--- src/rtl/regfile_pkg.sv ---
// Shared types and helpers for the multi-port register file.
//   clr_state_t : clear-engine FSM states
//   bus_width() : width of a packed multi-port bus (ports * bits per port)
package regfile_pkg;

  typedef enum logic [1:0] {IDLE, CLEAR, DONE} clr_state_t;

  function automatic int unsigned bus_width(input int unsigned ports, input int unsigned width);
    return ports * width;
  endfunction

endpackage

--- src/rtl/regfile_clr_fsm.sv ---
// Sequential clear engine: walks every register index once, one per cycle.
// Ports:
//   clk, rst  : clock, synchronous active-high reset
//   clr_req   : start a clear (only honoured in IDLE)
//   busy      : high whenever the engine is not IDLE
//   clr_done  : one-cycle pulse in the DONE state
//   clr_we    : zero register clr_idx at the next edge
//   clr_idx   : register index currently being cleared
module regfile_clr_fsm
  import regfile_pkg::*;
#(
  parameter int unsigned ADDR_WIDTH = 3
) (
  input  logic                  clk,
  input  logic                  rst,
  input  logic                  clr_req,
  output logic                  busy,
  output logic                  clr_done,
  output logic                  clr_we,
  output logic [ADDR_WIDTH-1:0] clr_idx
);

  // Last index is all ones since the array depth is a power of two.
  localparam logic [ADDR_WIDTH-1:0] LastIdx = '1;

  clr_state_t            state_q, state_d;
  logic [ADDR_WIDTH-1:0] idx_q, idx_d;

  always_ff @(posedge clk) begin
    if (rst) begin
      state_q <= IDLE;
      idx_q   <= '0;
    end else begin
      state_q <= state_d;
      idx_q   <= idx_d;
    end
  end

  always_comb begin
    state_d = state_q;
    idx_d   = idx_q;
    unique case (state_q)
      IDLE: begin
        if (clr_req) begin
          state_d = CLEAR;
          idx_d   = '0;
        end
      end
      CLEAR: begin
        idx_d = idx_q + ADDR_WIDTH'(1);
        if (idx_q == LastIdx) state_d = DONE;
      end
      DONE:    state_d = IDLE;
      default: state_d = IDLE;
    endcase
  end

  // All outputs decode registered state only; clr_req never reaches them.
  assign busy     = (state_q != IDLE);
  assign clr_done = (state_q == DONE);
  assign clr_we   = (state_q == CLEAR);
  assign clr_idx  = idx_q;

endmodule

--- src/rtl/regfile_mp.sv ---
// Parametrised register file: NUM_READ async read ports, two write ports
// (port 1 wins on collision), optional hardwired zero register, optional
// write-to-read bypass and a sequential clear engine.
// Ports:
//   clk, rst                     : clock, synchronous active-high reset
//   wr0_en/addr/data             : write port 0
//   wr1_en/addr/data             : write port 1 (priority)
//   rd_addr / rd_data            : packed read ports, port i at [i*W +: W]
//   clr_req / busy / clr_done    : clear handshake
//   wr_reject                    : write presented while busy was dropped
module regfile_mp
  import regfile_pkg::*;
#(
  parameter int unsigned DATA_WIDTH = 8,
  parameter int unsigned ADDR_WIDTH = 3,
  parameter int unsigned NUM_READ   = 2,
  parameter int unsigned ZERO_REG   = 1,
  parameter int unsigned BYPASS     = 1
) (
  input  logic                                         clk,
  input  logic                                         rst,
  input  logic                                         wr0_en,
  input  logic [ADDR_WIDTH-1:0]                        wr0_addr,
  input  logic [DATA_WIDTH-1:0]                        wr0_data,
  input  logic                                         wr1_en,
  input  logic [ADDR_WIDTH-1:0]                        wr1_addr,
  input  logic [DATA_WIDTH-1:0]                        wr1_data,
  input  logic [bus_width(NUM_READ, ADDR_WIDTH)-1:0]   rd_addr,
  output logic [bus_width(NUM_READ, DATA_WIDTH)-1:0]   rd_data,
  input  logic                                         clr_req,
  output logic                                         busy,
  output logic                                         clr_done,
  output logic                                         wr_reject
);

  localparam int unsigned NUM_REGS = 2 ** ADDR_WIDTH;
  localparam bit          ZeroReg  = (ZERO_REG != 0);
  localparam bit          Bypass   = (BYPASS != 0);

  logic [DATA_WIDTH-1:0] mem_q [NUM_REGS];
  logic                  clr_we;
  logic [ADDR_WIDTH-1:0] clr_idx;
  logic                  wr0_acc, wr1_acc;

  regfile_clr_fsm #(
    .ADDR_WIDTH (ADDR_WIDTH)
  ) u_clr_fsm (
    .clk      (clk),
    .rst      (rst),
    .clr_req  (clr_req),
    .busy     (busy),
    .clr_done (clr_done),
    .clr_we   (clr_we),
    .clr_idx  (clr_idx)
  );

  assign wr0_acc   = wr0_en & ~busy & ~(ZeroReg && (wr0_addr == '0));
  assign wr1_acc   = wr1_en & ~busy & ~(ZeroReg && (wr1_addr == '0));
  assign wr_reject = busy & (wr0_en | wr1_en);

  // Port 1 is written after port 0 so it wins a same-address collision.
  // No write is accepted while busy, so clear and writes never overlap.
  always_ff @(posedge clk) begin
    if (rst) begin
      for (int i = 0; i < NUM_REGS; i++) mem_q[i] <= '0;
    end else if (clr_we) begin
      mem_q[clr_idx] <= '0;
    end else begin
      if (wr0_acc) mem_q[wr0_addr] <= wr0_data;
      if (wr1_acc) mem_q[wr1_addr] <= wr1_data;
    end
  end

  for (genvar g = 0; g < NUM_READ; g++) begin : g_rd
    logic [ADDR_WIDTH-1:0] ra;
    logic [DATA_WIDTH-1:0] rv;

    assign ra = rd_addr[g*ADDR_WIDTH +: ADDR_WIDTH];

    always_comb begin
      rv = mem_q[ra];
      if (Bypass && wr0_acc && (wr0_addr == ra)) rv = wr0_data;
      if (Bypass && wr1_acc && (wr1_addr == ra)) rv = wr1_data;
      if (ZeroReg && (ra == '0)) rv = '0;
    end

    assign rd_data[g*DATA_WIDTH +: DATA_WIDTH] = rv;
  end

endmodule

--- config.mk ---
export PLATFORM = sky130hd
export DESIGN_NAME = regfile_mp
export DESIGN_NICKNAME = d
export VERILOG_FILES = /design/src/rtl/regfile_pkg.sv /design/src/rtl/regfile_clr_fsm.sv /design/src/rtl/regfile_mp.sv
export SDC_FILE = /design/constraint.sdc
export NUM_CORES = 1
export LEC_CHECK = 0
export CORE_UTILIZATION = 33
export CTS_CLUSTER_SIZE = 25
export DETAILED_ROUTE_END_ITERATION = 8
export SLEW_MARGIN = 25
export SYNTH_ARGS = -nofsm -noshare
export SYNTH_HDL_FRONTEND = slang
export SYNTH_HIERARCHICAL = 1
export SYNTH_SLANG_ARGS = --single-unit
--- constraint.sdc ---
create_clock -name clk -period 7.7 [get_ports clk]
set_clock_uncertainty 0.1 [all_clocks]
set_input_delay 1.925 -clock clk [delete_from_list [all_inputs] [get_ports clk]]
set_output_delay 1.925 -clock clk [all_outputs]
set_load 0.03 [all_outputs]
* Word level (Yosys, flattened, before mapping) *
Memory sizes are Yosys's and may differ from the RTL's.
Index checks and enable logic that the tools add are counted.

word-level totals
  register bits = 5
  latch bits = 0
  RAM bits = 64
  bits in read-only memories = 0
  bits of input ports = 33
  output and inout port bits = 19
  word-level logic and storage cells = 71
  memories kept = 1

memory list
  memory  depth  width  read ports  clocked after Yosys merged registers in  wr ports  line              text
  mem_q   8      8      2           0                                        8         regfile_mp.sv:40  logic [DATA_WIDTH-1:0] mem_q [NUM_REGS];

cells by class
  add/subtract/negate cells = 1
  multiply operators = 0
  div/mod/pow operators = 0
  magnitude comparators = 0
  eq/ne operators = 9
  shift operators = 0
  multiplexer cells = 33
  bitwise operators = 9
  reduce and logical (&&, ||, !) cells = 16

operators by type and width
  kind                                                                   count
  8-bit two-way mux                                                      9
  8-bit OR reduction                                                     3
  1-bit two-way mux                                                      16
  3-bit equality test                                                    4
  3-bit zero test                                                        4
  3-bit two-way mux                                                      4
  3-bit one-hot mux with 2 select lines                                  1
  1-bit bitwise AND                                                      5
  1-bit logical AND                                                      4
  2-bit two-way mux                                                      2
  2-bit one-hot mux with 2 select lines                                  1
  2-bit AND reduction                                                    2
  2-bit nonzero test                                                     2
  3-bit by 1-bit adder with 3-bit output, second input constant          1
  3-bit equality test, second input constant                             1
  1-bit NOT                                                              3
  2-bit by 1-bit equality test with 1-bit output, second input constant  1
  2-bit equality test, second input constant                             1
  2-bit zero test                                                        1
  2-bit by 1-bit != test with 1-bit output, second input constant        1
  2-bit != test, second input constant                                   1
  1-bit bitwise OR                                                       1

* Longest topological paths before layout *
  word-level depth = 10
  mapped depth = 7
  mapped depth without buffers = 5

* Modules after synthesis *
Netlist, hierarchy kept.

modules (own cells, without submodules)
  module           instances  cells each  area each (um2)  sequential area each (um2)
  regfile_mp       1          362         4570.6           1921.8
  regfile_clr_fsm  1          24          251.5            100.1

* Least setup slack after synthesis *
OpenSTA, ideal clock, no wires.

  path kind = input to output
  start = input wr0_addr[1]
  end = output rd_data[0]
  arrival = 3.629 ns
  data required time = 5.675 ns
  slack = 2.046 ns
  cell stages on the path = 7
  buffers on the path = 3
  cell sequence = buf_2 > nor3_1 > or2_2 > clkbuf_1 > clkbuf_1 > o21ai_0 > a31oi_1

between the ends
  word-level cells in the longest chain between the ends = 7
  elaborated cells on any way between the ends = 8
  those cells by class = 1 x eq/ne; 3 x mux; 2 x bitwise; 2 x reduce/logical

ends and longest elaborated chain
  element              line              text
  from (decl)          regfile_mp.sv:23  input logic [ADDR_WIDTH-1:0] wr0_addr,
  3-bit zero test      regfile_mp.sv:57  assign wr0_acc = wr0_en & ~busy & ~(ZeroReg && (wr0_addr == '0));
  1-bit NOT            regfile_mp.sv:57
  1-bit bitwise AND    regfile_mp.sv:57
  1-bit logical AND *  regfile_mp.sv:82  if (Bypass && wr0_acc && (wr0_addr == ra)) rv = wr0_data;
  8-bit two-way mux *  regfile_mp.sv:82
  8-bit two-way mux *  regfile_mp.sv:83  if (Bypass && wr1_acc && (wr1_addr == ra)) rv = wr1_data;
  8-bit two-way mux *  regfile_mp.sv:84  if (ZeroReg && (ra == '0)) rv = '0;
  to (decl)            regfile_mp.sv:29  output logic [bus_width(NUM_READ, DATA_WIDTH)-1:0] rd_data,

Mark *: on every way between the ends. The rest lies on a longest branch, timed or not.

* Worst setup path in the final report *
  start = input rd_addr[1]
  end = output rd_data[7]

between the ends
  word-level cells in the longest chain between the ends = 5
  elaborated cells on any way between the ends = 9
  those cells by class = 2 x eq/ne; 3 x mux; 3 x reduce/logical; 1 x memory

ends and longest elaborated chain
  element                                                                        line              text
  from (decl)                                                                    regfile_mp.sv:28  input logic [bus_width(NUM_READ, ADDR_WIDTH)-1:0] rd_addr,
  parallel branches: the longest is 4 deep, another holds memory read 8 x 8 bit  n/a
  8-bit two-way mux *                                                            regfile_mp.sv:84

Mark *: on every way between the ends.

==> summary.txt <==
Tcrit/Tclk final -> 90.16%
Slew Viols, Final -> 0
Inst Count DP -> 587
post-detail-place hpwl -> 10650 um
synth top area cells -> edfxtp_1, mux4_2, a22o_1
routed vias/inst -> 6.303
cell taking the most area after synthesis -> edfxtp_1
initial antenna violation count -> 0
TritonCTS buffer count -> 9
worst hold slack -> 0.4372 ns
Final Hold Fails -> 0
Post-Syn Instances -> 386
H-tree depth -> 3
Syn Area/Cell -> 12.49 sq um
post-synthesis adder-cell area fraction -> 0.5189%
Worst EP arrival -> 4.92 ns
XOR/XNOR share of the synthesized area -> 2.180%
routed wl met2 -> 7202 um
Filler Cells Inserted -> 1328
DIE WIDTH -> 122.9 um
Core Region -> 0.01404 sq mm
main combinational cell family by area after synthesis -> multiplexers
DRT antenna net count -> 0
drt first-iter violations -> 362
clk sinks -> 69
final core occ -> 41.20%
fin cells -> 603
largest net degree at the start of global routing -> 22
first-pass GRT wire length -> 22720 um
hold_buf cts -> 0
Post-synth ARST share -> 0%
required time worst endpoint -> 5.68 ns
M1 WL -> 5733 um
clk buf depth -> 2
Remaining DRCs -> 0
Setup WS post-layout -> 0.7574 ns
TNS Setup -> 0 ns
Max transition margin -> 42.98%
total die area -> 0.01510 sq mm
outcome -> finished, final reports clean
Yosys top cell area share -> 39.85%
clk_lat worst skew -> 0.34 ns
Post-Synthesis Cell Area -> 0.004822 sq mm
num rows -> 43
pwr dens -> 203.3 mW/mm^2
WS Path Type -> in2out
number of synthesized flops with an enable pin -> 64
sequential fraction of the synthesis area -> 41.93%
RSZ-0062 raised after global routing -> false
Port-buffer cells -> 51
post-synthesis compound-gate area fraction -> 19.51%
Place WS -> 0.8540 ns
Pre-antenna DRT Iters -> 4
highest metal used -> met4
initial core utilization -> 34.34%
critical-path maximum fanout -> 11
Die Span Y -> 122.9 um
Max Clock Freq -> 144.0 MHz
Remaining Overflow, GRT -> 0
WL final -> 15030 um
Synth cell types -> 49
Layout Nets -> 453
overall routing resource usage -> 21.28%
Hold Crit Class -> reg2reg
routability congestion estimate -> 0.8886
Pleak -> 1.928 nW
final setup fails -> 0
IO Count -> 52
#FFs+latches synth -> 69
Worst-path clk slew -> 0.05 ns
Worst setup EP type -> output port
TritonCTS clock tree -> done
Synth-to-Final Area Change -> 19.98%
Root Driver -> clkbuf_16
cts repair resizes -> 0
vias post-DR -> 3801
worst slew pin tran -> 0.8517 ns
setup bufs post-CTS -> 0
Post-Synth Simple-Gate Area -> 12.07%
number of max-cap violations -> 0
share of layout cells above drive strength 1 -> 22.70%
Min Clock Period, post-route -> 6.943 ns
met3 WL -> 1470 um
Peak VDD IR -> 0.1294 mV
drt wl/cell -> 24.93 um
startpoint types -> input pin
# diodes -> 0
post-synthesis mux area share -> 19.54%
Synth warnings -> 6
Post-synth top flop -> edfxtp_1
vias in the first global route -> 3811
-- cells by family after synthesis --
family,Yosys count
adder cells (fa/ha/maj),2
XOR/XNOR,12
AND/OR/NAND/NOR,84
flip-flops,69
multiplexers,52
AO/OA/AOI/OAI,121
other,1
buffers and inverters,45
-- cell type report --
type                            instances  area (sq um)  share of cell area, %
Clock buffer                            9         225.2                  3.893
Timing Repair Buffer                   58         563.0                  9.732
Sequential cell                        69          2022                  34.95
Multi-Input combinational cell        279          2625                  45.37
Tap cell                              180         225.2                  3.893
Inverter                                1         3.754                0.06488
Clock inverter                          7         121.4                  2.098
-- flip-flops by register name (all words and copies together), names as in the netlist --
signal             flops
mem_q                 64
u_clr_fsm/clr_idx      3
u_clr_fsm/state_q      2
-- cells in the mapped netlist, types with 2 or more instances --
| library cell | instances |
|---|---|
| nand4bb_1 | 2 |
| nand2b_1 | 11 |
| buf_4 | 2 |
| nand2_1 | 5 |
| mux4_2 | 32 |
| a22o_1 | 56 |
| mux2_2 | 17 |
| o2bb2ai_1 | 3 |
| o21ai_0 | 17 |
| a31oi_1 | 16 |
| nor2_2 | 6 |
| edfxtp_1 | 64 |
| buf_6 | 2 |
| and3_1 | 3 |
| dfxtp_1 | 5 |
| buf_2 | 8 |
| o31ai_1 | 16 |
| a221o_1 | 6 |
| nor2_1 | 7 |
| nor3_4 | 3 |
| or3_1 | 4 |
| nand3_1 | 20 |
| or2_2 | 4 |
| ha_1 | 2 |
| mux2i_1 | 3 |
| buf_1 | 20 |
| clkbuf_1 | 12 |
| nor2b_1 | 5 |
| xnor2_1 | 12 |
| nor3_2 | 4 |
-- final timing paths --
path                             start                    to  slack (ns)  cells after the start
hold / removal    u_clr_fsm/clr_idx[0]  u_clr_fsm/clr_idx[0]        0.44                      2
setup reg to reg  u_clr_fsm/state_q[0]           mem_q[4][7]        4.88                      5
setup / recovery            rd_addr[1]            rd_data[7]        0.76                      6
hold reg to reg   u_clr_fsm/clr_idx[0]  u_clr_fsm/clr_idx[0]        0.44                      2
-- cell usage in the layout (no fill, tap or decap), drive strengths merged, types with 5 or more instances in the layout --
cell | netlist | layout
o21ai | 17 | 17
or3 | 5 | 5
a31oi | 16 | 16
a221o | 6 | 6
or2 | 5 | 5
nor2 | 13 | 13
nor3 | 8 | 8
nand3 | 20 | 20
a22o | 56 | 56
dfxtp | 5 | 5
nand2 | 5 | 5
clkdlybuf4s50 | 0 | 51
xnor2 | 12 | 12
clkbuf | 12 | 9
nor2b | 6 | 6
conb | 1 | 8
buf | 32 | 7
mux2 | 17 | 17
o31ai | 17 | 17
mux4 | 32 | 32
edfxtp | 64 | 64
nand2b | 11 | 11
-- routing by layer --
layer / vias up / global-route usage (%)
li1: 1640 / -
met1: 1899 / 26.49
met2: 225 / 34.27
met3: 37 / 4.833
met4: 0 / 11.36
met5: - / 0
-- where the power goes --
| group | total, mW | internal, mW | switching, mW |
|---|---|---|---|
| logic | 0.242 | 0.103 | 0.139 |
| clock network | 0.491 | 0.319 | 0.172 |
| registers | 0.443 | 0.431 | 0.0120 |
| total | 1.18 | 0.853 | 0.323 |
-- stage by stage --
stage / area (sq um) / power (mW)
after floorplan: 4848 / 0.6024
after detailed placement: 5439 / 0.6907
after CTS: 5786 / 1.179
after global routing: 5786 / 1.211
final: 5786 / 1.176
after global placement: 5439 / 0.6866
-- worst max-delay path, cell delays in order --
cell and delay (ns):
clkdlybuf4s50_1 0.87, xnor2_1 0.19, nand3_1 0.34, or2_2 0.51, a31oi_1 0.33, clkdlybuf4s50_1 0.74
(Power assumes the default switching activity.)
